===== config.mk =====
export PLATFORM = sky130hd
export DESIGN_NAME = instr_fetch_ctrl_flat
export DESIGN_NICKNAME = d
export VERILOG_FILES = /design/src/rtl/instr_fetch_ctrl_if.sv /design/src/rtl/instr_fetch_ctrl.sv /design/src/flat_wrapper.sv
export SDC_FILE = /design/constraint.sdc
export NUM_CORES = 1
export LEC_CHECK = 0
export CORE_MARGIN = 4
export CORE_UTILIZATION = 55
export DETAILED_ROUTE_END_ITERATION = 6
export PLACE_DENSITY_LB_ADDON = 0.2
export SKIP_CTS_REPAIR_TIMING = 1
export SYNTH_ARGS = -nofsm -noshare
export SYNTH_HDL_FRONTEND = slang
export SYNTH_SLANG_ARGS = --single-unit

===== constraint.sdc =====
create_clock -name clk -period 5.72 [get_ports clk]
set_input_delay 1.43 -clock clk [delete_from_list [all_inputs] [get_ports clk]]
set_output_delay 1.43 -clock clk [all_outputs]
set_load 0.01 [all_outputs]

===== src/rtl/instr_fetch_ctrl_if.sv =====
// Fetch-side bundle: ROM address/data, decode handshake, branch redirect and halt status.
// The master modport is the fetch controller; the slave modport is the core/ROM side.
interface instr_fetch_ctrl_if;
  logic        fetch_en;
  logic [31:0] rom_addr;
  logic [31:0] rom_data;
  logic        out_valid;
  logic        out_ready;
  logic [31:0] out_instr;
  logic [31:0] out_pc;
  logic        redirect_valid;
  logic [31:0] redirect_pc;
  logic        halted;

  modport master (
    input  fetch_en, rom_data, out_ready, redirect_valid, redirect_pc,
    output rom_addr, out_valid, out_instr, out_pc, halted
  );

  modport slave (
    output fetch_en, rom_data, out_ready, redirect_valid, redirect_pc,
    input  rom_addr, out_valid, out_instr, out_pc, halted
  );
endinterface


===== src/rtl/instr_fetch_ctrl.sv =====
// Instruction fetch controller: owns the fetch PC, prefetches ROM words into a small FIFO,
// handles branch redirects (flush + refetch) and stops after capturing the self-loop halt word.
module instr_fetch_ctrl #(
  parameter logic [31:0] RESET_PC  = 32'd0,
  parameter int          DEPTH     = 2,
  parameter logic [31:0] HALT_WORD = 32'hEAFFFFFF
) (
  input  logic                clk,
  input  logic                rst_n,
  instr_fetch_ctrl_if.master  bus
);

  localparam int            AW   = $clog2(DEPTH);
  localparam int            CW   = AW + 1;
  localparam logic [CW-1:0] FULL = CW'(DEPTH);

  logic [31:0]   r_instr [DEPTH];
  logic [31:0]   r_pc    [DEPTH];
  logic [AW-1:0] r_rd_ptr;
  logic [AW-1:0] r_wr_ptr;
  logic [CW-1:0] r_count;
  logic [31:0]   r_fetch_pc;
  logic          r_halted;

  logic w_valid;
  logic w_pop;
  logic w_push;
  logic w_halt_hit;

  assign w_valid    = (r_count != '0);
  assign w_pop      = w_valid & bus.out_ready;
  // A full FIFO may still accept a word when the head leaves in the same cycle.
  assign w_push     = bus.fetch_en & ~r_halted & ~bus.redirect_valid & ((r_count < FULL) | w_pop);
  assign w_halt_hit = (bus.rom_data == HALT_WORD);

  assign bus.rom_addr  = r_fetch_pc;
  assign bus.out_valid = w_valid;
  assign bus.out_instr = w_valid ? r_instr[r_rd_ptr] : 32'd0;
  assign bus.out_pc    = w_valid ? r_pc[r_rd_ptr]    : 32'd0;
  assign bus.halted    = r_halted;

  always_ff @(posedge clk or negedge rst_n) begin
    if (!rst_n) begin
      r_rd_ptr   <= '0;
      r_wr_ptr   <= '0;
      r_count    <= '0;
      r_fetch_pc <= RESET_PC;
      r_halted   <= 1'b0;
      for (int i = 0; i < DEPTH; i++) begin
        r_instr[i] <= '0;
        r_pc[i]    <= '0;
      end
    end else if (bus.redirect_valid) begin
      // Redirect wins over everything; a coinciding pop is simply absorbed by the flush.
      r_rd_ptr   <= '0;
      r_wr_ptr   <= '0;
      r_count    <= '0;
      r_fetch_pc <= bus.redirect_pc;
      r_halted   <= 1'b0;
    end else begin
      if (w_push) begin
        r_instr[r_wr_ptr] <= bus.rom_data;
        r_pc[r_wr_ptr]    <= r_fetch_pc;
        r_wr_ptr          <= r_wr_ptr + AW'(1);
        if (w_halt_hit) begin
          r_halted <= 1'b1;
        end else begin
          r_fetch_pc <= r_fetch_pc + 32'd1;
        end
      end
      if (w_pop) begin
        r_rd_ptr <= r_rd_ptr + AW'(1);
      end
      case ({w_push, w_pop})
        2'b10:   r_count <= r_count + CW'(1);
        2'b01:   r_count <= r_count - CW'(1);
        default: r_count <= r_count;
      endcase
    end
  end

endmodule


===== src/flat_wrapper.sv =====
// flat-port wrapper written by rule: the top's interface ports become plain ports
module instr_fetch_ctrl_flat 
#(
  parameter logic [31:0] RESET_PC  = 32'd0,
  parameter int          DEPTH     = 2,
  parameter logic [31:0] HALT_WORD = 32'hEAFFFFFF
)
  (clk, rst_n, bus_fetch_en, bus_rom_data, bus_out_ready, bus_redirect_valid, bus_redirect_pc, bus_rom_addr, bus_out_valid, bus_out_instr, bus_out_pc, bus_halted);
  instr_fetch_ctrl_if bus_i ();
  input  logic clk;
  input  logic rst_n;
  input wire logic [$bits(bus_i.fetch_en)-1:0] bus_fetch_en;
  input wire logic [$bits(bus_i.rom_data)-1:0] bus_rom_data;
  input wire logic [$bits(bus_i.out_ready)-1:0] bus_out_ready;
  input wire logic [$bits(bus_i.redirect_valid)-1:0] bus_redirect_valid;
  input wire logic [$bits(bus_i.redirect_pc)-1:0] bus_redirect_pc;
  output wire logic [$bits(bus_i.rom_addr)-1:0] bus_rom_addr;
  output wire logic [$bits(bus_i.out_valid)-1:0] bus_out_valid;
  output wire logic [$bits(bus_i.out_instr)-1:0] bus_out_instr;
  output wire logic [$bits(bus_i.out_pc)-1:0] bus_out_pc;
  output wire logic [$bits(bus_i.halted)-1:0] bus_halted;
  assign bus_i.fetch_en = bus_fetch_en;
  assign bus_i.rom_data = bus_rom_data;
  assign bus_i.out_ready = bus_out_ready;
  assign bus_i.redirect_valid = bus_redirect_valid;
  assign bus_i.redirect_pc = bus_redirect_pc;
  assign bus_rom_addr = bus_i.rom_addr;
  assign bus_out_valid = bus_i.out_valid;
  assign bus_out_instr = bus_i.out_instr;
  assign bus_out_pc = bus_i.out_pc;
  assign bus_halted = bus_i.halted;
  instr_fetch_ctrl #(.RESET_PC(RESET_PC), .DEPTH(DEPTH), .HALT_WORD(HALT_WORD)) u_core (.clk(clk), .rst_n(rst_n), .bus(bus_i));
endmodule

==> impl_metrics.ini <==
[synthesis]
syn_area_per_cell_um2 = 12.1
postSynthCellCount = 682
synth_area_um2 = 8280
yosysTopAreaCellShare_pct = 49.9
synth.largest_area_cell = dfrtp_1
synthFlopType = dfrtp_1
yosysWarnings = 0
synthTopCellsByArea = dfrtp_1 50%, mux2_2 16%, mux2i_1 8.7%
ys_seq_elements = 165
synth-seq-area-share_pct = 49.9
synthArstFlopShare_pct = 100
synth_edf_count = 0
ys_types = 60
synth_nets = 752

[place]
place.gp.congestion = 0.873
pre_cts_slack_ns = 1.68
place_hpwl_um = 13300
place.port_buffers = 166

[critical_path]
endpoint_kind = output port
arrival_ns = 2.76
critPathKind = flip-flop to output port
rrSetupSlack_ns = 3.28
crit_path_max_fanout = 35
worstSetupStartpointType = flip-flop
worstPathRequired_ns = 4.29

[final_layout]
nets = 901
most-common-layout-cells = 164 x clkdlybuf4s50_1, 164 x dfrtp_1, 114 x mux2_2
antenna-diode-count = 0
num-fill-cells = 1008
area_delta_synth_final_pct = 28.5
drive_above_1_share_pct = 21.8

[min_path]
hold_path_class = flip-flop to flip-flop

[power_and_ir_drop]
peakVddDrop_mv = 0.200
comb_power_share_pct = 22.5
power_density_nw_per_um2 = 345
intPower_mw = 2.66
p_total_mw = 3.67
p_leak_nw = 4.17
power.switching_mw = 1.01
clkPwrFrac_pct = 32.2
switching_share_pct = 27.5
seq_power_share_pct = 45.3

[drt]
wl_per_cell_um = 19.6
drcViolationCount = 0
drt_pass1_iterations = 4
vias = 6056
drtAntennaViolNets = 0
wl_met2_um = 10000
via_per_inst = 5.89
wl_met3_um = 1090
detail_route.iter0.violations = 374
top_layer = met4
finalWirelength_um = 20200
m1WireLength_um = 8770

[global_route]
grt_overflow = 0
gr-usage-all-layers_pct = 24.7
grt_pass1_vias = 6428
grt_antenna_before_repair = 0
grt_start_max_net_pins = 115
grt_pass1_wl_um = 33100

[sta]
fin_crit_sh_pct = 73.3
setup_slack_ns = 1.53
max_freq_mhz = 238
finClkSkew_ns = 0.00729
setup_violations = 0
slew_violations = 0
max_slew_margin_pct = 19.9
finalCriticalPeriod_ns = 4.19
rsz0062_at_grt = no
tightest_slew_ns = 1.20
tns_ns = 0
hold_viol_final = 0

[floorplan]
core_um2 = 14600
std_cell_rows = 44
die_h_um = 131
die-area_um2 = 17100
die_x_um = 131
ioPinCount = 167
initial_core_util_pct = 56.5

[cts]
htreeDepth = 4
clk_latency_ns = 0.43
clockRootBuffer = clkbuf_16
clockBufferDepth = 2
clk_pin_slew_ns = 0.06
cts_sinks = 165
cts_made_buffers = 17
cts_tree = built

[run]
drv_cap = 0

[outcome]
outcome = complete, no violations
-- critical path: stages (launching register included) --
cell and delay [ns]:
dfrtp_1 0.46, nor2_4 0.76, buf_4 0.48, nor2_1 0.13, clkdlybuf4s50_1 0.49
-- through the flow --
step / hold slack (ns) / utilization [%] / cell area [um^2] / instances
floorplan: 0.457 / - / 8280 / 682
global placement: 0.467 / 68.5 / 10000 / 996
detailed placement: 0.475 / 68.5 / 10000 / 996
CTS: 0.492 / 72.7 / 10600 / 1028
global route: 0.516 / 72.7 / 10600 / 1028
finish: 0.491 / 72.7 / 10600 / 1028
-- per-layer routing --
metal / vias to the layer above / global-route usage (%)
li1: 2763 / -
met1: 3063 / 32.5
met2: 206 / 40.9
met3: 24 / 5.73
met4: 0 / 7.74
met5: - / 0
-- sequential cells by signal (all words and copies together), names as in the netlist --
signal	flops
u_core.r_rd_ptr	1
u_core.bus.rom_addr	32
u_core.r_pc	64
u_core.bus.halted	1
u_core.r_count	2
u_core.r_wr_ptr	1
u_core.r_instr	64
-- power by group through the flow --
stage | clock, mW | sequential [mW] | combinational, mW
2_1_floorplan | 0 | 1.61 | 0.510
3_3_place_gp | 0 | 1.66 | 0.797
3_5_place_dp | 0 | 1.68 | 0.829
4_1_cts | 1.20 | 1.66 | 0.837
5_1_grt | 1.25 | 1.70 | 0.907
6_report | 1.18 | 1.66 | 0.825
-- cell usage after synthesis (2+ instances only) --
master	n
dfrtp_1	165
mux2_2	114
nor2_1	79
mux2i_1	72
nand2_1	26
mux2_1	17
clkbuf_1	16
nand3_1	16
buf_2	15
a2111oi_2	13
nor2b_1	12
inv_1	11
nand4_1	11
xnor2_1	11
o21ai_1	10
a311oi_1	8
buf_1	7
nor3_1	7
a22oi_1	5
and4_1	5
a211oi_1	4
and3_1	4
buf_6	4
a221o_1	3
o21ai_0	3
xor2_1	3
a21oi_1	2
a31oi_1	2
a41oi_1	2
and2_1	2
nand2b_1	2
nor2_2	2
nor4_4	2
-- cell families after synthesis --
logic type      after synthesis  synth area share (%)
mux                         203                  26.5
simple gates                182                  11.6
flops                       165                  49.9
compound gates               62                  7.09
buf+inv                      55                  3.27
xor+xnor                     14                  1.48
fa+ha+maj                     1                 0.151
-- final timing paths --
kind / start / end / cells after the start
worst min register to register: u_core.r_instr[27] / u_core.r_instr[27] / 1
max in group asynchronous: rst_n / u_core.r_pc[46] / 2
worst min-delay path: u_core.r_instr[27] / u_core.r_instr[27] / 1
worst max-delay path: u_core.r_count[1] / bus_out_pc[31] / 4
min in group asynchronous: rst_n / u_core.r_instr[4] / 1
worst max register to register: u_core.bus.halted / u_core.r_instr[58] / 5
-- final cells by class --
cell class / instances / area [um^2] / share of cell area (%)
Clock buffer: 20 / 457 / 4.29
Multi-Input combinational cell: 462 / 3890 / 36.6
Inverter: 11 / 41.3 / 0.388
Timing Repair Buffer: 174 / 1730 / 16.3
Sequential cell: 165 / 4130 / 38.8
Tap cell: 184 / 230 / 2.16
Clock inverter: 12 / 153 / 1.43
(Power assumes the default switching activity.)
==> RTL edit (config.mk and constraints unchanged) <==
Reset style: synchronous (`rst_n`), changed in one clocked block.
--- a/src/rtl/instr_fetch_ctrl.sv
+++ b/src/rtl/instr_fetch_ctrl.sv
@@ -41,3 +41,3 @@
 
-  always_ff @(posedge clk or negedge rst_n) begin
+  always_ff @(posedge clk) begin
     if (!rst_n) begin
Behaviour: differs if rst_n is asserted again (counterexample within 4 cycles, from zero or initial values and one cycle with rst_n low); with rst_n held inactive, the same outputs for 4 cycles.
==> RTL edit against the unedited design <==
  * Hold slack improved by 0.033 ns
  * Final area down 1.9%
  * First-iteration DRC count increased by 79%
  * Sequential cell count is 1 higher
  * Critical path type unchanged
  * Register-to-register slack lost 0.41 ns
  * Wire length shrank 0.36%
  * Worst setup slack improved by 0.11 ns
  * Largest cell class unchanged
  * Synthesized area shrank 2.6%
Power is not compared: it rests on default switching activity, and its combinational part moved more than twofold at a synthesized area within 25%.
==> RTL edit: results (changes against the unedited design) <==
adder and majority gate portion of the synthesized area: 0.311% (was 0.151%)
nets: 929 (was 901)
clock tree root driver cell: sky130_fd_sc_hd__clkbuf_16 (unchanged)
Crit. Startpoint: u_core.r_count[0] (was u_core.r_count[1])
number of I/O port buffers: 166 (unchanged)
leading post-synthesis cells by cell area: sky130_fd_sc_hd__edfxtp_1, sky130_fd_sc_hd__dfxtp_1, sky130_fd_sc_hd__and2_1, sky130_fd_sc_hd__mux2i_1, sky130_fd_sc_hd__nor2_1 (was sky130_fd_sc_hd__dfrtp_1, sky130_fd_sc_hd__mux2_2, sky130_fd_sc_hd__mux2i_1, sky130_fd_sc_hd__nor2_1, sky130_fd_sc_hd__a2111oi_2)
total via count after detailed routing: 6178 (was 6056)
First-pass DRT Iterations: 5 (was 4)
portion of the post-synthesis area used by sequential elements: 57.1% (was 49.9%)
synth unique cells: 60 (unchanged)
weighted congestion at the end of routability-driven global placement: 0.870 (was 0.873)
GRT Util Overall: 24.5% (was 24.7%)
Synthesis Warnings: 0 (unchanged)
number of H-tree levels: 4 (unchanged)
multiplexer share of the synthesized area: 8.91% (was 26.5%)
Compound-Gate Fraction of Synth Area: 7.51% (was 7.09%)
Max FO, Critical Path: 45 (was 35)
status: finished, final reports clean (unchanged)
diodes inserted: 0 (unchanged)
Net Count, Synth: 790 (was 752)
xor/xnor share of the synthesized area: 0.435% (was 1.48%)
EDFF count, synth: 128 (was 0)
Worst R2R Setup Slack: 2.87 ns (was 3.28 ns)
clock latency on the worst-skew pair: 0.42 ns
largest vdd supply drop: 0.198 mV
class of the worst hold path: flop to flop (unchanged)
worst max-slew margin expressed relative to the limit: 23.0% (was 19.9%)
number of CTS-inserted buffers: 17 (unchanged)
leading post-synthesis cells by instance count: sky130_fd_sc_hd__edfxtp_1, sky130_fd_sc_hd__and2_1, sky130_fd_sc_hd__nor2_1 (was sky130_fd_sc_hd__dfrtp_1, sky130_fd_sc_hd__mux2_2, sky130_fd_sc_hd__nor2_1)
worst r2r src: u_core.r_count[1] (was u_core.bus.halted)
ratio of cells with drive above 1 in the final layout: 7.23% (was 21.8%)
static power due to leakage: 3.50 nW
number of buffers on the longest clock path: 2 (unchanged)
Post-route DRC: 0 (unchanged)
worst setup path endpoint: bus_out_pc[6] (was bus_out_pc[31])
global-route wire length before repair: 32100 microns (was 33100 microns)
via count of the first global-routing pass: 6204 (was 6428)
maximum number of pins on one net before global-route repair: 65 (was 115)
initial drt markers: 670 (was 374)
clock-pin transition on the worst setup and hold timing paths: 0.06 ns (about the same)
average wire length per cell after detail routing: 19.1 microns (was 19.6 microns)
R2R Path End: u_core.bus.rom_addr[31] (was u_core.r_instr[58])
final worst clock skew: 0.00815 ns (was 0.00729 ns)
asr flop ratio synth: 0% (was 100%)
number of cells on the worst reg-to-reg path: 6 (was 5)
switching pwr: 0.653 mW
number of violations of the max-capacitance limit: 0 (unchanged)
number of filler cells placed in the layout: 958 (was 1008)
number of antenna violations at the first check in global routing: 0 (unchanged)
DPL Wire Length: 13200 microns (was 13300 microns)
[RTL edit: cell count changes in the layout (fill, tap and decap cells not counted), sizes merged, moves of 9 or more]
cell,delta
nor2b,-10
a2111oi,-14
edfxtp,+128
nor3,+9
dfxtp,+38
mux2,-125
dfrtp,-165
nor4,+15
a31oi,+18
and2,+120
[RTL edit: final cells by class]
class	instances	area share (%)
clock inverters	10	1.17
flip-flops and latches	166	44.2
well taps	180	2.16
inverters	11	0.396
repair buffers	174	16.6
clock buffers	22	4.45
multi-input cells	488	31.1
[RTL edit: critical path, cell delays in order (launching register included)]
cell and delay (ns):
sky130_fd_sc_hd__dfxtp_1 0.36, sky130_fd_sc_hd__nor2_4 0.87, sky130_fd_sc_hd__buf_4 0.41, sky130_fd_sc_hd__nor2_1 0.09, sky130_fd_sc_hd__clkdlybuf4s50_1 0.50
[RTL edit: worst min-delay path by stage]
stage	from	endpoint	depth (start not counted)	slack (ns)
finish	u_core.r_rd_ptr	flop	2	0.52
global route	u_core.r_rd_ptr	flop	2	0.56
CTS	u_core.r_rd_ptr	flop	2	0.53
detailed placement	u_core.r_rd_ptr	flop	2	0.50
global placement	u_core.r_rd_ptr	u_core.r_rd_ptr	2	0.49
floorplan	u_core.r_count[1]	u_core.r_count[1]	2	0.47
[RTL edit: cells by family after synthesis]
group | count (synthesis)
flops | 166
xor+xnor | 4
simple gates | 327
compound gates | 84
buf+inv | 65
mux | 71
fa+ha+maj | 2
[RTL edit: power groups by stage]
| stage | registers [mW] | clock network (mW) | logic [mW] |
|---|---|---|---|
| 2_1_floorplan | 1.42 | 0 | 0.131 |
| 3_3_place_gp | 1.43 | 0 | 0.263 |
| 3_5_place_dp | 1.43 | 0 | 0.270 |
| 4_1_cts | 1.41 | 1.14 | 0.272 |
| 5_1_grt | 1.42 | 1.20 | 0.292 |
| 6_report | 1.41 | 1.14 | 0.270 |
[RTL edit: layer usage]
layer,global-route usage [%],up-vias,share of wire [%]
met4,8.21,0,1.9
li1,-,2910,-
met3,4.74,34,6.6
met5,0,-,0
met1,32.5,2985,42
met2,40.9,249,49
[RTL edit: through the flow]
stage	cell area, sq um	util (%)	cells	worst slack, ns
after floorplan	8060	-	719	0.277
after global placement	9850	69.9	1019	1.51
after detailed placement	9850	69.9	1019	1.45
after CTS	10400	74.0	1051	1.56
after global routing	10400	74.0	1051	1.47
final	10400	74.0	1051	1.63
